## src/rtl/pipe_ctrl_unit_pkg.sv

```systemverilog
// Shared definitions for the pipeline sequencer: state encoding, widths and
// the per-stage enable/flush patterns it can drive.
package pipe_ctrl_unit_pkg;

    localparam int PIPE_XLEN         = 32;
    localparam int PIPE_FLUSH_CYCLES = 2;
    localparam int FLUSH_CNT_W       = 3;

    typedef enum logic [1:0] {
        ST_BOOT     = 2'd0,
        ST_RUN      = 2'd1,
        ST_FREEZE   = 2'd2,
        ST_REDIRECT = 2'd3
    } ctrl_state_t;

    typedef struct packed {
        logic if_en;
        logic id_en;
        logic ex_en;
        logic mem_en;
        logic wb_en;
        logic id_flush;
        logic ex_flush;
    } stage_ctrl_t;

    // Field order: if, id, ex, mem, wb enables, then id_flush, ex_flush.
    localparam stage_ctrl_t CTRL_BOOT     = 7'b00000_11;
    localparam stage_ctrl_t CTRL_HOLD     = 7'b00000_00;
    localparam stage_ctrl_t CTRL_GO       = 7'b11111_00;
    localparam stage_ctrl_t CTRL_MDU      = 7'b00011_00;
    localparam stage_ctrl_t CTRL_LOAD_USE = 7'b00111_01;
    localparam stage_ctrl_t CTRL_FLUSH    = 7'b11111_11;

endpackage

```

## src/rtl/pipe_ctrl_unit_if.sv

```systemverilog
// Hazard requests into the sequencer and stage controls / PC redirect out of it.
interface pipe_ctrl_unit_if #(
    parameter int XLEN = pipe_ctrl_unit_pkg::PIPE_XLEN
);
    logic            load_use_stall;
    logic            branch_mispredict;
    logic [XLEN-1:0] branch_target;
    logic            dmem_busy;
    logic            mdu_busy;

    logic            if_en;
    logic            id_en;
    logic            ex_en;
    logic            mem_en;
    logic            wb_en;
    logic            id_flush;
    logic            ex_flush;
    logic            redirect_valid;
    logic [XLEN-1:0] redirect_pc;
    logic [1:0]      ctrl_state;

    modport master (
        input  load_use_stall, branch_mispredict, branch_target, dmem_busy, mdu_busy,
        output if_en, id_en, ex_en, mem_en, wb_en, id_flush, ex_flush,
        output redirect_valid, redirect_pc, ctrl_state
    );

    modport slave (
        output load_use_stall, branch_mispredict, branch_target, dmem_busy, mdu_busy,
        input  if_en, id_en, ex_en, mem_en, wb_en, id_flush, ex_flush,
        input  redirect_valid, redirect_pc, ctrl_state
    );
endinterface

```

## src/rtl/pipe_ctrl_perf.sv

```systemverilog
// Saturating 32-bit event counters for the pipeline sequencer (one per event bit).
module pipe_ctrl_perf #(
    parameter int N = 3
) (
    input  logic                clk,
    input  logic                reset_n,
    input  logic [N-1:0]        evt,
    output logic [N-1:0][31:0]  count
);

    genvar gi;
    generate
        for (gi = 0; gi < N; gi++) begin : g_cnt
            logic [31:0] cnt_q;
            logic [31:0] cnt_d;

            always_comb begin
                cnt_d = cnt_q;
                if (evt[gi] && (cnt_q != 32'hFFFF_FFFF)) begin
                    cnt_d = cnt_q + 32'd1;
                end
            end

            always_ff @(posedge clk or negedge reset_n) begin
                if (!reset_n) begin
                    cnt_q <= '0;
                end else begin
                    cnt_q <= cnt_d;
                end
            end

            assign count[gi] = cnt_q;
        end
    endgenerate

endmodule

```

## src/rtl/pipe_ctrl_unit.sv

```systemverilog
// Central pipeline sequencer: stage enables/flushes, flush counter and registered
// PC redirect. Define PIPE_CTRL_PERF_EN to add the saturating perf counters.
module pipe_ctrl_unit
    import pipe_ctrl_unit_pkg::*;
#(
    parameter int XLEN         = PIPE_XLEN,
    parameter int FLUSH_CYCLES = PIPE_FLUSH_CYCLES
) (
    input  logic             clk,
    input  logic             reset_n,
    pipe_ctrl_unit_if.master bus
`ifdef PIPE_CTRL_PERF_EN
    ,
    output logic [31:0]      perf_stall_cycles,
    output logic [31:0]      perf_freeze_cycles,
    output logic [31:0]      perf_flush_events
`endif
);

    localparam logic [FLUSH_CNT_W-1:0] FLUSH_LOAD = FLUSH_CNT_W'(FLUSH_CYCLES);
    localparam logic [FLUSH_CNT_W-1:0] CNT_ONE    = FLUSH_CNT_W'(1);

    ctrl_state_t            state_q, state_d;
    logic [FLUSH_CNT_W-1:0] cnt_q, cnt_d;
    logic                   pend_q, pend_d;
    logic                   issued_q, issued_d;
    logic                   redirect_valid_q, redirect_valid_d;
    logic [XLEN-1:0]        redirect_pc_q, redirect_pc_d;
    stage_ctrl_t            ctrl;

    always_comb begin
        state_d          = state_q;
        cnt_d            = cnt_q;
        pend_d           = pend_q;
        issued_d         = issued_q;
        redirect_valid_d = 1'b0;
        redirect_pc_d    = redirect_pc_q;
        ctrl             = CTRL_HOLD;

        unique case (state_q)
            ST_BOOT: begin
                ctrl    = CTRL_BOOT;
                state_d = ST_RUN;
            end

            ST_RUN: begin
                if (bus.dmem_busy) begin
                    ctrl    = CTRL_HOLD;
                    state_d = ST_FREEZE;
                    // A mispredict coinciding with the freeze must not be lost.
                    if (bus.branch_mispredict) begin
                        pend_d        = 1'b1;
                        issued_d      = 1'b0;
                        cnt_d         = FLUSH_LOAD;
                        redirect_pc_d = bus.branch_target;
                    end
                end else if (bus.branch_mispredict) begin
                    ctrl             = CTRL_GO;
                    state_d          = ST_REDIRECT;
                    cnt_d            = FLUSH_LOAD;
                    redirect_pc_d    = bus.branch_target;
                    redirect_valid_d = 1'b1;
                    issued_d         = 1'b1;
                end else if (bus.mdu_busy) begin
                    ctrl = CTRL_MDU;
                end else if (bus.load_use_stall) begin
                    ctrl = CTRL_LOAD_USE;
                end else begin
                    ctrl = CTRL_GO;
                end
            end

            ST_FREEZE: begin
                ctrl = CTRL_HOLD;
                if (bus.branch_mispredict) begin
                    pend_d        = 1'b1;
                    issued_d      = 1'b0;
                    cnt_d         = FLUSH_LOAD;
                    redirect_pc_d = bus.branch_target;
                end
                // The exit cycle stays frozen; the next state is chosen from it.
                if (!bus.dmem_busy) begin
                    if (pend_d) begin
                        state_d          = ST_REDIRECT;
                        pend_d           = 1'b0;
                        redirect_valid_d = !issued_d;
                        issued_d         = 1'b1;
                    end else begin
                        state_d = ST_RUN;
                    end
                end
            end

            ST_REDIRECT: begin
                if (bus.dmem_busy) begin
                    // Remaining flush count is kept and resumed after the freeze.
                    ctrl    = CTRL_HOLD;
                    state_d = ST_FREEZE;
                    pend_d  = 1'b1;
                    if (bus.branch_mispredict) begin
                        issued_d      = 1'b0;
                        cnt_d         = FLUSH_LOAD;
                        redirect_pc_d = bus.branch_target;
                    end
                end else begin
                    ctrl = CTRL_FLUSH;
                    if (bus.branch_mispredict) begin
                        cnt_d            = FLUSH_LOAD;
                        redirect_pc_d    = bus.branch_target;
                        redirect_valid_d = 1'b1;
                        issued_d         = 1'b1;
                    end else begin
                        cnt_d = cnt_q - CNT_ONE;
                        if (cnt_q <= CNT_ONE) begin
                            state_d = ST_RUN;
                            cnt_d   = '0;
                        end
                    end
                end
            end

            default: begin
                state_d = ST_BOOT;
            end
        endcase
    end

    always_ff @(posedge clk or negedge reset_n) begin
        if (!reset_n) begin
            state_q          <= ST_BOOT;
            cnt_q            <= '0;
            pend_q           <= 1'b0;
            issued_q         <= 1'b0;
            redirect_valid_q <= 1'b0;
            redirect_pc_q    <= '0;
        end else begin
            state_q          <= state_d;
            cnt_q            <= cnt_d;
            pend_q           <= pend_d;
            issued_q         <= issued_d;
            redirect_valid_q <= redirect_valid_d;
            redirect_pc_q    <= redirect_pc_d;
        end
    end

    assign bus.if_en          = ctrl.if_en;
    assign bus.id_en          = ctrl.id_en;
    assign bus.ex_en          = ctrl.ex_en;
    assign bus.mem_en         = ctrl.mem_en;
    assign bus.wb_en          = ctrl.wb_en;
    assign bus.id_flush       = ctrl.id_flush;
    assign bus.ex_flush       = ctrl.ex_flush;
    assign bus.redirect_valid = redirect_valid_q;
    assign bus.redirect_pc    = redirect_pc_q;
    assign bus.ctrl_state     = state_q;

`ifdef PIPE_CTRL_PERF_EN
    logic            stall_evt;
    logic            freeze_evt;
    logic            flush_evt;
    logic [2:0][31:0] perf_count;

    assign stall_evt  = (state_q == ST_RUN) && !bus.dmem_busy && !bus.branch_mispredict &&
                        (bus.mdu_busy || bus.load_use_stall);
    assign freeze_evt = (state_q == ST_FREEZE);
    assign flush_evt  = (state_d == ST_REDIRECT) &&
                        ((state_q != ST_REDIRECT) || bus.branch_mispredict);

    pipe_ctrl_perf #(.N(3)) u_perf (
        .clk     (clk),
        .reset_n (reset_n),
        .evt     ({flush_evt, freeze_evt, stall_evt}),
        .count   (perf_count)
    );

    assign perf_stall_cycles  = perf_count[0];
    assign perf_freeze_cycles = perf_count[1];
    assign perf_flush_events  = perf_count[2];
`endif

endmodule

```

## src/flat_wrapper.sv

```systemverilog
// flat-port wrapper written by rule: the top's interface ports become plain ports
module pipe_ctrl_unit_flat import pipe_ctrl_unit_pkg::*;
#(
    parameter int XLEN         = PIPE_XLEN,
    parameter int FLUSH_CYCLES = PIPE_FLUSH_CYCLES
)
  (clk, reset_n, bus_load_use_stall, bus_branch_mispredict, bus_branch_target, bus_dmem_busy, bus_mdu_busy, bus_if_en, bus_id_en, bus_ex_en, bus_mem_en, bus_wb_en, bus_id_flush, bus_ex_flush, bus_redirect_valid, bus_redirect_pc, bus_ctrl_state);
  pipe_ctrl_unit_if #(.XLEN(XLEN)) bus_i ();
  input  logic clk;
  input  logic reset_n;
  input wire logic [$bits(bus_i.load_use_stall)-1:0] bus_load_use_stall;
  input wire logic [$bits(bus_i.branch_mispredict)-1:0] bus_branch_mispredict;
  input wire logic [$bits(bus_i.branch_target)-1:0] bus_branch_target;
  input wire logic [$bits(bus_i.dmem_busy)-1:0] bus_dmem_busy;
  input wire logic [$bits(bus_i.mdu_busy)-1:0] bus_mdu_busy;
  output wire logic [$bits(bus_i.if_en)-1:0] bus_if_en;
  output wire logic [$bits(bus_i.id_en)-1:0] bus_id_en;
  output wire logic [$bits(bus_i.ex_en)-1:0] bus_ex_en;
  output wire logic [$bits(bus_i.mem_en)-1:0] bus_mem_en;
  output wire logic [$bits(bus_i.wb_en)-1:0] bus_wb_en;
  output wire logic [$bits(bus_i.id_flush)-1:0] bus_id_flush;
  output wire logic [$bits(bus_i.ex_flush)-1:0] bus_ex_flush;
  output wire logic [$bits(bus_i.redirect_valid)-1:0] bus_redirect_valid;
  output wire logic [$bits(bus_i.redirect_pc)-1:0] bus_redirect_pc;
  output wire logic [$bits(bus_i.ctrl_state)-1:0] bus_ctrl_state;
  assign bus_i.load_use_stall = bus_load_use_stall;
  assign bus_i.branch_mispredict = bus_branch_mispredict;
  assign bus_i.branch_target = bus_branch_target;
  assign bus_i.dmem_busy = bus_dmem_busy;
  assign bus_i.mdu_busy = bus_mdu_busy;
  assign bus_if_en = bus_i.if_en;
  assign bus_id_en = bus_i.id_en;
  assign bus_ex_en = bus_i.ex_en;
  assign bus_mem_en = bus_i.mem_en;
  assign bus_wb_en = bus_i.wb_en;
  assign bus_id_flush = bus_i.id_flush;
  assign bus_ex_flush = bus_i.ex_flush;
  assign bus_redirect_valid = bus_i.redirect_valid;
  assign bus_redirect_pc = bus_i.redirect_pc;
  assign bus_ctrl_state = bus_i.ctrl_state;
  pipe_ctrl_unit #(.XLEN(XLEN), .FLUSH_CYCLES(FLUSH_CYCLES)) u_core (.clk(clk), .reset_n(reset_n), .bus(bus_i));
endmodule
```

## config.mk

```make
export PLATFORM = sky130hd
export DESIGN_NAME = pipe_ctrl_unit_flat
export DESIGN_NICKNAME = d
export VERILOG_FILES = /design/src/rtl/pipe_ctrl_unit_pkg.sv /design/src/rtl/pipe_ctrl_unit_if.sv /design/src/rtl/pipe_ctrl_perf.sv /design/src/rtl/pipe_ctrl_unit.sv /design/src/flat_wrapper.sv
export SDC_FILE = /design/constraint.sdc
export NUM_CORES = 1
export LEC_CHECK = 0
export CAP_MARGIN = 20
export CORE_MARGIN = 3
export CORE_UTILIZATION = 44
export CTS_CLUSTER_SIZE = 30
export DETAILED_ROUTE_END_ITERATION = 12
export GPL_TIMING_DRIVEN = 0
export PLACE_DENSITY_LB_ADDON = 0.25
export SLEW_MARGIN = 20
export SYNTH_ARGS = -nofsm -noshare
export SYNTH_HDL_FRONTEND = slang
export SYNTH_HIERARCHICAL = 1
export SYNTH_SLANG_ARGS = --single-unit
export TNS_END_PERCENT = 30
```

## constraint.sdc

```tcl
create_clock -name clk -period 2.92 [get_ports clk]
set_input_delay 0.292 -clock clk [delete_from_list [all_inputs] [get_ports clk]]
set_output_delay 0.292 -clock clk [all_outputs]
set_load 0.03 [all_outputs]
```

==> impl_metrics.toml, run 1 <==
[route]
route.detailed.wl_per_inst_microns = 15.8
drc_errors = 0
drtIter0Drc = 39
antenna_left = 0
via_per_inst = 5.11
first_pass_iters = 4
finalWirelength_mm = 4.08
via_count = 1318

[timing]
fin_tns_setup_ns = 0
finalCritPeriodShare = 0.817
worst_pin_slew_ns = 0.388
clock_skew_ns = 0.00659
setup_viol = 0
rsz0062_at_grt = "no"
fmax_mhz = 419
hold_viol = 0
timing.slew.headroom = 0.740
maxSlewViolCount = 0
finalCriticalPeriod_ns = 2.39

[pwr]
share_seq_of_total_power = 0.409
p_leak_nw = 1.14
p_switching_uw = 482
max-vdd-ir-drop_mv = 0.540
p_per_area_mw_per_mm2 = 603
power.share.clock = 0.291
p_sw_frac = 0.297
internal_power_mw = 1.14
pwr-share-comb = 0.300

[synthesis]
synth-seq-cells = 40
synth_area_leaders = "dfrtp_1 (59%), mux2_2 (20%), buf_6 (2.0%), a21oi_1 (1.8%), nor2_1 (1.5%)"
syn_inst = 124
ys_types = 27
async_flop_share = 1.00
netlist_area_sq_mm = 0.00170
synth_top_area_cell = "dfrtp_1"
synthFlopType = "dfrtp_1"
synth_commonest_cells = "dfrtp_1 (40), mux2_2 (30), nor2_1 (7), a21oi_1 (6), inv_1 (5)"
ys_warn_count = 6
synth_nets = 164
synth_edf_count = 0
yosysSeqAreaShare = 0.589
synth_top_cell_area_share = 0.589
yosysMostFrequentCell = "dfrtp_1"
avgSynthCellArea_sq_um = 13.7

[clock_tree]
cts_resized = 0
clkTransAtPathRegs_ns = 0.07
cts_tree = "built"
htreeDepth = 2
post_cts_buffers = 0
root_buffer = "clkbuf_8"
cts.path.max_buffers = 2
clock_latency_ns = 0.28
clock-sinks = 40
cts_made_buffers = 5

[die]
fp.coreArea_sq_mm = 0.00352
initial_core_util = 0.483
die-area_sq_mm = 0.00464
rows = 21
die_y_microns = 68.1
die_w_microns = 68.1
ios = 80

[setup_path]
worstSetupStartpoint = "bus_dmem_busy"
endpoint_kind = "output pin"
path_cells = "clkdlybuf4s50_1 -> nand2b_1 -> a21oi_1 -> buf_4 -> clkdlybuf4s50_1"
crit_family = "buffers and inverters"
reg2reg_depth = 3
worstSetupPathType = "input pin to output pin"
crit_end = "bus_if_en"
cpMostUsedCell = "clkdlybuf4s50_1"
critPathSlowestCell = "clkdlybuf4s50_1"
cp_slowest_stage_delay_ns = 0.66
path_depth = 5
crit_buf_inv = 3
worstPathArrival_ns = 2.09
cp-start-kind = "input pin"
r2r-end = "u_core/bus.redirect_pc[11]"
worst_ep_required_time_ns = 2.63
r2r_setup_slack_ns = 1.41
cp_max_fo = 8
worst_r2r_startpoint = "u_core/bus.ctrl_state[0]"

[global_routing]
grtUsageTotal = 0.191
grt_pass1_vias = 1404
antenna_found_initial = 0
grt_remaining_overflow = 0
grt_pass1_wl_mm = 6.47
grt_max_degree = 30

[layout]
nets = 251
drive_gt1_frac = 0.245
fillers = 220
final_util = 0.762
n_antenna_cell = 0
syn_to_final_growth_pct = 58.0

[placed_design]
numPortBuffers = 78
gp_congestion = 0.812
dp_hpwl_mm = 3.17

[run]
cap_violations = 0

[worst_hold_path]
hold_class = "input pin to flop"

[status]
status = "complete, no violations"
[state kept, by name, indices dropped and copies added, names as in the netlist]
register / count
u_core/issued_q: 1
u_core/bus.redirect_valid: 1
u_core/pend_q: 1
u_core/bus.ctrl_state: 2
u_core/bus.redirect_pc: 32
u_core/cnt_q: 3
[metrics by stage]
stage	hold WS, ns	area, sq um	worst slack (ns)	power, mW	std cells
finish	0.386	2680	0.534	1.62	258
global route	0.413	2680	0.452	1.69	258
CTS	0.377	2680	0.545	1.64	258
detailed placement	0.200	2550	0.549	1.16	249
global placement	0.462	2540	0.626	1.14	248
floorplan	-0.00359	1700	0.946	0.928	124
[power by group through the flow]
stage,Clock (mW),Combinational (mW),Sequential [mW]
6_report,0.471,0.487,0.662
5_1_grt,0.505,0.517,0.670
4_1_cts,0.481,0.492,0.662
3_5_place_dp,0,0.489,0.674
3_3_place_gp,0,0.473,0.667
2_1_floorplan,0,0.139,0.789
[kinds of logic after synthesis]
logic type                 share of synthesized area
DFF                                            0.589
and+or+nand+nor                               0.0596
adders and majority gates                     0.0147
muxes                                          0.212
AOI/OAI and AO/OA                             0.0759
buffers and inverters                         0.0486
[repair_timing]
| item | 4_1_cts | 5_1_grt |
|---|---|---|
| setup endpoints to repair | 0 | 0 |
| hold buffers | 1 | 0 |
| endpoints found under the hold margin | 11 | 0 |
[placed cells by master, fill, tap and decap left out]
| cell type | synthesis | final |
|---|---|---|
| dlygate4sd3_1 | 0 | 1 |
| nand3b_1 | 2 | 2 |
| buf_6 | 3 | 3 |
| or2_2 | 1 | 1 |
| mux2_2 | 30 | 30 |
| clkinv_4 | 0 | 1 |
| bufinv_16 | 0 | 1 |
| clkdlybuf4s50_1 | 0 | 77 |
| nor3_1 | 1 | 1 |
| mux2_1 | 2 | 2 |
| o31ai_2 | 1 | 1 |
| a21oi_1 | 6 | 6 |
| nor3b_1 | 2 | 2 |
| dfrtp_1 | 40 | 40 |
| nand4b_1 | 1 | 1 |
| o21ba_2 | 1 | 1 |
| nor2_1 | 7 | 7 |
| o22ai_1 | 3 | 3 |
| nand2b_1 | 1 | 1 |
| o311ai_0 | 1 | 1 |
| ha_1 | 2 | 2 |
| inv_1 | 5 | 5 |
| buf_12 | 0 | 1 |
| buf_2 | 3 | 4 |
| a21o_1 | 1 | 1 |
| clkbuf_8 | 0 | 6 |
| o32a_1 | 1 | 1 |
| or3_1 | 1 | 1 |
| nand2_1 | 2 | 2 |
| buf_4 | 2 | 2 |
| o21ai_0 | 3 | 3 |
| o21ai_4 | 1 | 1 |
| nand3_1 | 1 | 1 |
[worst reg2reg max path: stages (launching register included)]
cell	delay, ns
dfrtp_1	0.46
o21ai_4	0.39
buf_6	0.21
mux2_2	0.35
[worst min-delay path by stage]
stage                                startpoint                   endpoint  cells past startpoint
final                     bus_branch_mispredict  u_core/bus.redirect_valid                      3
after global routing      bus_branch_mispredict  u_core/bus.redirect_valid                      3
after CTS                 bus_branch_mispredict  u_core/bus.redirect_valid                      3
after detailed placement                reset_n   u_core/bus.ctrl_state[0]                      1
after global placement          u_core/issued_q            u_core/issued_q                      1
after floorplan                         reset_n   u_core/bus.ctrl_state[0]                      0
[area by class of cell]
class / count / area [sq um] / share of cell area
Timing Repair Buffer: 80 / 806 / 0.300
Tap cell: 46 / 57.6 / 0.0214
Inverter: 5 / 18.8 / 0.00699
Clock buffer: 6 / 82.6 / 0.0308
Sequential cell: 40 / 1000 / 0.373
Multi-Input combinational cell: 71 / 616 / 0.229
Clock inverter: 2 / 38.8 / 0.0145
Buffer: 8 / 63.8 / 0.0238
[layer usage]
metal | wire length [microns] | vias to the layer above | GRT usage
li1 | - | 607 | -
met1 | 1540 | 645 | 0.207
met2 | 2100 | 60 | 0.330
met3 | 402 | 6 | 0.0837
met4 | 40 | 0 | 0.0645
met5 | 0 | - | 0
No activity file was read; power rests on OpenSTA's default activity.
==> inputs of run 2 (changes only) <==
--- a/config.mk
+++ b/config.mk
@@ -7,7 +7,7 @@
 export LEC_CHECK = 0
 export CAP_MARGIN = 20
 export CORE_MARGIN = 3
-export CORE_UTILIZATION = 44
+export CORE_UTILIZATION = 40
 export CTS_CLUSTER_SIZE = 30
 export DETAILED_ROUTE_END_ITERATION = 12
 export GPL_TIMING_DRIVEN = 0
==> constraint.sdc (replaced) <==
create_clock -name clk -period 2.24 [get_ports clk]
set_input_delay 0.224 -clock clk [delete_from_list [all_inputs] [get_ports clk]]
set_output_delay 0.224 -clock clk [all_outputs]
set_load 0.03 [all_outputs]
==> impl_metrics.toml, run 2 (synthesis results as in run 1) <==
[timing]
maxSlewViolCount = 0
setup_viol = 0
finalCriticalPeriod_ns = 2.09
timing.slew.headroom = 0.695
rsz0062_at_grt = "no"
timing.hold.ws_ns = 0.312
finalCritPeriodShare = 0.932
hold_viol = 0
fmax_mhz = 479
clock_skew_ns = 0.00779
postLayoutSetupSlackWorst_ns = 0.153
worst_pin_slew_ns = 0.457
fin_tns_setup_ns = 0

[setup_path]
worstPathArrival_ns = 1.86
worstSetupPathType = "flop to output pin"
path_depth = 3
crit_family = "buffers and inverters"
critPathSlowestCell = "clkdlybuf4s50_1"
cp_slowest_stage_delay_ns = 0.70
reg2reg_depth = 3
cp-start-kind = "flop"
endpoint_kind = "output pin"
worst_ep_required_time_ns = 2.02
cp_max_fo = 10
crit_buf_inv = 2
path_cells = "buf_2 -> o21ai_0 -> clkdlybuf4s50_1"

[die]
rows = 23
initial_core_util = 0.419
ios = 80
die-area_sq_mm = 0.00507
die_w_microns = 71.2
die_y_microns = 71.2
fp.coreArea_sq_mm = 0.00406

[route]
via_count = 1282
drc_errors = 0
drtIter0Drc = 31
finalWirelength_mm = 3.82
via_per_inst = 4.91
route.detailed.wl_per_inst_microns = 14.7
antenna_left = 0
first_pass_iters = 2

[clock_tree]
clock-sinks = 40
cts_made_buffers = 5
post_cts_buffers = 0
cts_tree = "built"
clkTransAtPathRegs_ns = 0.08
htreeDepth = 2
root_buffer = "clkbuf_8"
cts.path.max_buffers = 2
clock_latency_ns = 0.29

[global_routing]
grt_pass1_wl_mm = 6.28
grtUsageTotal = 0.159
grt_remaining_overflow = 0
grt_max_degree = 23
antenna_found_initial = 0
grt_pass1_vias = 1357

[status]
status = "complete, no violations"

[pwr]
share_seq_of_total_power = 0.398
max-vdd-ir-drop_mv = 0.796
p_switching_uw = 603
power.share.clock = 0.310
p_sw_frac = 0.279
pwr-share-comb = 0.291
internal_power_mw = 1.56
p_per_area_mw_per_mm2 = 798
p_leak_nw = 1.18

[run]
cap_violations = 0

[layout]
drive_gt1_frac = 0.242
n_antenna_cell = 0
nets = 251
final_common_cell = "clkdlybuf4s50_1"
layout_common_cells = "clkdlybuf4s50_1 (74), dfrtp_1 (40), mux2_2 (30), nor2_1 (7), a21oi_1 (6)"
syn_to_final_growth_pct = 59.4
largest_register_ffs = 32

[placed_design]
dp_slack_ns = 0.0204
dp_hpwl_mm = 3.01
numPortBuffers = 78
gp_congestion = 0.751

[worst_hold_path]
holdPathStages = 3
hold_class = "input pin to flop"
[run 2: cell count changes in the layout (fill, tap and decap cells not counted), sizes merged]
cell           before  now
clkbuf              6    5
bufinv              1    2
dlygate4sd2         0    1
dlymetal6s2s        0    2
clkinv              1    0
clkdlybuf4s50      77   74
[run 2: worst min-delay path, cell delays in order]
cell,delay [ns]
buf_2,0.16
nor2_1,0.12
nor3_1,0.06
[run 2: final timing paths]
kind	startpoint	slack [ns]	to
setup / recovery	u_core/bus.ctrl_state[0]	0.15	bus_id_flush
hold / removal	bus_branch_mispredict	0.31	u_core/bus.redirect_valid
setup reg to reg	u_core/bus.ctrl_state[0]	0.72	u_core/bus.redirect_pc[21]
hold reg to reg	u_core/bus.redirect_pc[19]	0.49	u_core/bus.redirect_pc[19]
max in group asynchronous	reset_n	1.35	u_core/bus.ctrl_state[0]
min in group asynchronous	reset_n	0.43	u_core/bus.redirect_pc[5]
[run 2: power by group through the flow]
| stage | combinational [mW] | sequential, mW | clock, mW |
|---|---|---|---|
| finish | 0.630 | 0.861 | 0.671 |
| detailed placement | 0.637 | 0.876 | 0 |
| CTS | 0.639 | 0.862 | 0.689 |
| global route | 0.666 | 0.871 | 0.723 |
| floorplan | 0.181 | 1.03 | 0 |
| global placement | 0.618 | 0.869 | 0 |
[run 2: layout make-up]
type	instances	area, sq um
buffer	8	63.8
clock buffer	5	68.8
clock inverter	2	60.1
fill	305	1350
inverter	5	18.8
multi-input combinational	71	616
sequential	40	1000
tap	50	62.6
timing repair buffer	80	817
[run 2: layer usage]
layer,vias to the layer above,routed length [microns],part of all wire,GRT usage
li1,604,-,-,-
met1,620,1520,0.40,0.186
met2,50,1990,0.52,0.277
met3,8,253,0.066,0.0440
met4,0,57,0.015,0.0564
met5,-,0,0,0
[run 2: stage by stage]
stage	util	cell area (sq um)	total power, mW	cells
2_1_floorplan	-	1700	1.21	124
3_3_place_gp	0.627	2540	1.49	252
3_5_place_dp	0.632	2560	1.51	253
4_1_cts	0.666	2700	2.19	261
5_1_grt	0.667	2710	2.26	261
6_report	0.667	2710	2.16	261
[run 2: repair_timing]
| action | CTS | global route |
|---|---|---|
| endpoints found under the setup margin | 1 | 2 |
| gates resized for setup | 1 | 2 |
| hold endpoints to repair | 18 | 0 |
| gates cloned | 0 | 0 |
| hold buffers | 1 | 0 |
==> inputs of run 3 (changes only) <==
--- a/config.mk
+++ b/config.mk
@@ -5,13 +5,13 @@
 export SDC_FILE = /design/constraint.sdc
 export NUM_CORES = 1
 export LEC_CHECK = 0
-export CAP_MARGIN = 20
 export CORE_MARGIN = 3
 export CORE_UTILIZATION = 40
 export CTS_CLUSTER_SIZE = 30
 export DETAILED_ROUTE_END_ITERATION = 12
 export GPL_TIMING_DRIVEN = 0
 export PLACE_DENSITY_LB_ADDON = 0.25
+export RECOVER_POWER = 50
 export SLEW_MARGIN = 20
 export SYNTH_ARGS = -nofsm -noshare
 export SYNTH_HDL_FRONTEND = slang
==> impl_metrics.toml, run 3 (synthesis results as in run 1) <==
[status]
status = "complete, no violations"

[global_routing]
grt_max_degree = 23
grt_pass1_vias = 1357
antenna_found_initial = 0
grtUsageTotal = 0.159
grt_pass1_wl_mm = 6.28
grt_remaining_overflow = 0

[die]
rows = 23
die-area_sq_mm = 0.00507
die_w_microns = 71.2
fp.coreArea_sq_mm = 0.00406
die_y_microns = 71.2
ios = 80
initial_core_util = 0.419

[pwr]
internal_power_mw = 1.55
p_total_mw = 2.14
power.share.clock = 0.310
p_leak_nw = 1.17
p_sw_frac = 0.276
share_seq_of_total_power = 0.402
pwr-share-comb = 0.289
p_per_area_mw_per_mm2 = 802
max-vdd-ir-drop_mv = 0.796
p_switching_uw = 591

[route]
antenna_left = 0
via_per_inst = 4.90
finalWirelength_mm = 3.80
drtIter0Drc = 43
drc_errors = 0
first_pass_iters = 4
via_count = 1279
route.detailed.wl_per_inst_microns = 14.6

[placed_design]
place_area_sq_mm = 0.00256
dp_hpwl_mm = 3.01
gp_congestion = 0.751
numPortBuffers = 78

[timing]
timing.slew.headroom = 0.353
fmax_mhz = 482
rsz0062_at_grt = "no"
fin_tns_setup_ns = 0
maxSlewViolCount = 0
setup_viol = 0
worst_pin_slew_ns = 0.964
finalCriticalPeriod_ns = 2.07
clock_skew_ns = 0.00414
hold_viol = 0
finalCritPeriodShare = 0.925

[clock_tree]
cts_made_buffers = 5
clock-sinks = 40
root_buffer = "clkbuf_8"
cts_tree = "built"
clock_latency_ns = 0.28
cts.path.max_buffers = 2
htreeDepth = 2
post_cts_buffers = 0
clkTransAtPathRegs_ns = 0.07

[setup_path]
cp_max_fo = 8
worst_ep_required_time_ns = 2.02
path_cells = "clkdlybuf4s50_1 -> nand3b_1 -> o21ai_0 -> clkdlybuf4s50_1"
cpMostUsedCell = "clkdlybuf4s50_1"
critPathSlowestCell = "clkdlybuf4s50_1"
worstPathArrival_ns = 1.85
cp-start-kind = "input pin"
endpoint_kind = "output pin"
cp_slowest_stage_delay_ns = 0.70
reg2reg_depth = 3
worstSetupPathType = "input pin to output pin"

[layout]
layout_common_cells = "clkdlybuf4s50_1 (68), dfrtp_1 (40), mux2_2 (30), dlygate4sd3_1 (7), nor2_1 (7)"
n_antenna_cell = 0
largest_register_ffs = 32
final_common_cell = "clkdlybuf4s50_1"
drive_gt1_frac = 0.223
final_cell_area_sq_mm = 0.00267
fillers = 310
regArea_sq_mm = 0.00100
nets = 251
multiInputGateArea_sq_um = 599
syn_to_final_growth_pct = 57.0

[run]
cap_violations = 0

[worst_hold_path]
hold_class = "input pin to flop"
holdPathStages = 3
==> run 3: cell types whose count changed in the layout (fill, tap and decap cells not counted), sizes merged <==
cell / previous run / this run
dlygate4sd3: 1 / 7
clkdlybuf4s50: 74 / 68
buf: 10 / 8
clkbuf: 5 / 7
==> run 3: area by class of cell <==
class	count	area share
clock inverter	2	0.0225
multi-input combinational	71	0.225
sequential	40	0.375
clock buffer	5	0.0258
buffer	8	0.0239
timing repair buffer	80	0.297
tap	50	0.0235
inverter	5	0.00704
==> run 3: per-stage QoR <==
| step | hold WS, ns | instances | setup slack (ns) | utilization |
|---|---|---|---|---|
| floorplan | -0.0716 | 124 | 0.334 | - |
| global placement | 0.462 | 252 | 0.0502 | 0.627 |
| detailed placement | 0.199 | 253 | 0.0204 | 0.632 |
| CTS | 0.305 | 261 | 0.0316 | 0.666 |
| global route | 0.309 | 261 | 0.0570 | 0.657 |
| finish | 0.303 | 261 | 0.167 | 0.657 |
==> run 3: final timing paths <==
path / startpoint / to / slack, ns
min in group asynchronous: reset_n / u_core/bus.redirect_pc[23] / 0.62
max: bus_dmem_busy / bus_id_flush / 0.17
max reg2reg: u_core/bus.ctrl_state[0] / u_core/bus.redirect_pc[29] / 0.29
max in group asynchronous: reset_n / u_core/bus.ctrl_state[0] / 0.56
min: bus_branch_mispredict / u_core/bus.redirect_valid / 0.30
min reg2reg: u_core/bus.redirect_pc[19] / u_core/bus.redirect_pc[19] / 0.49
==> run 3: worst max-delay path: cells and delay by family <==
kind | cells | cell delay [ns]
AOI/OAI and AO/OA | 1 | 0.13
buffers and inverters | 2 | 1.21
and+or+nand+nor | 1 | 0.29
==> run 3: what timing repair did <==
item / CTS / global route
setup endpoints to repair: 1 / 2
pin swaps: 0 / 0
hold buffers: 1 / 0
gates cloned: 0 / 0
hold endpoints to repair: 18 / 0
resized for setup: 1 / 2
==> run 3: power groups by stage <==
stage                     logic, mW  registers [mW]  clock network, mW
after floorplan               0.181            1.03                  0
after global placement        0.618           0.869                  0
after detailed placement      0.637           0.876                  0
after CTS                     0.639           0.862              0.689
after global routing          0.653           0.868              0.723
final                         0.617           0.859              0.663
==> run 3: routing by layer <==
layer / track usage / vias up / wire length, microns
met3: 0.0440 / 5 / 252
met1: 0.186 / 621 / 1510
met2: 0.277 / 47 / 2010
met4: 0.0564 / 0 / 34
li1: - / 606 / -
met5: 0 / - / 0
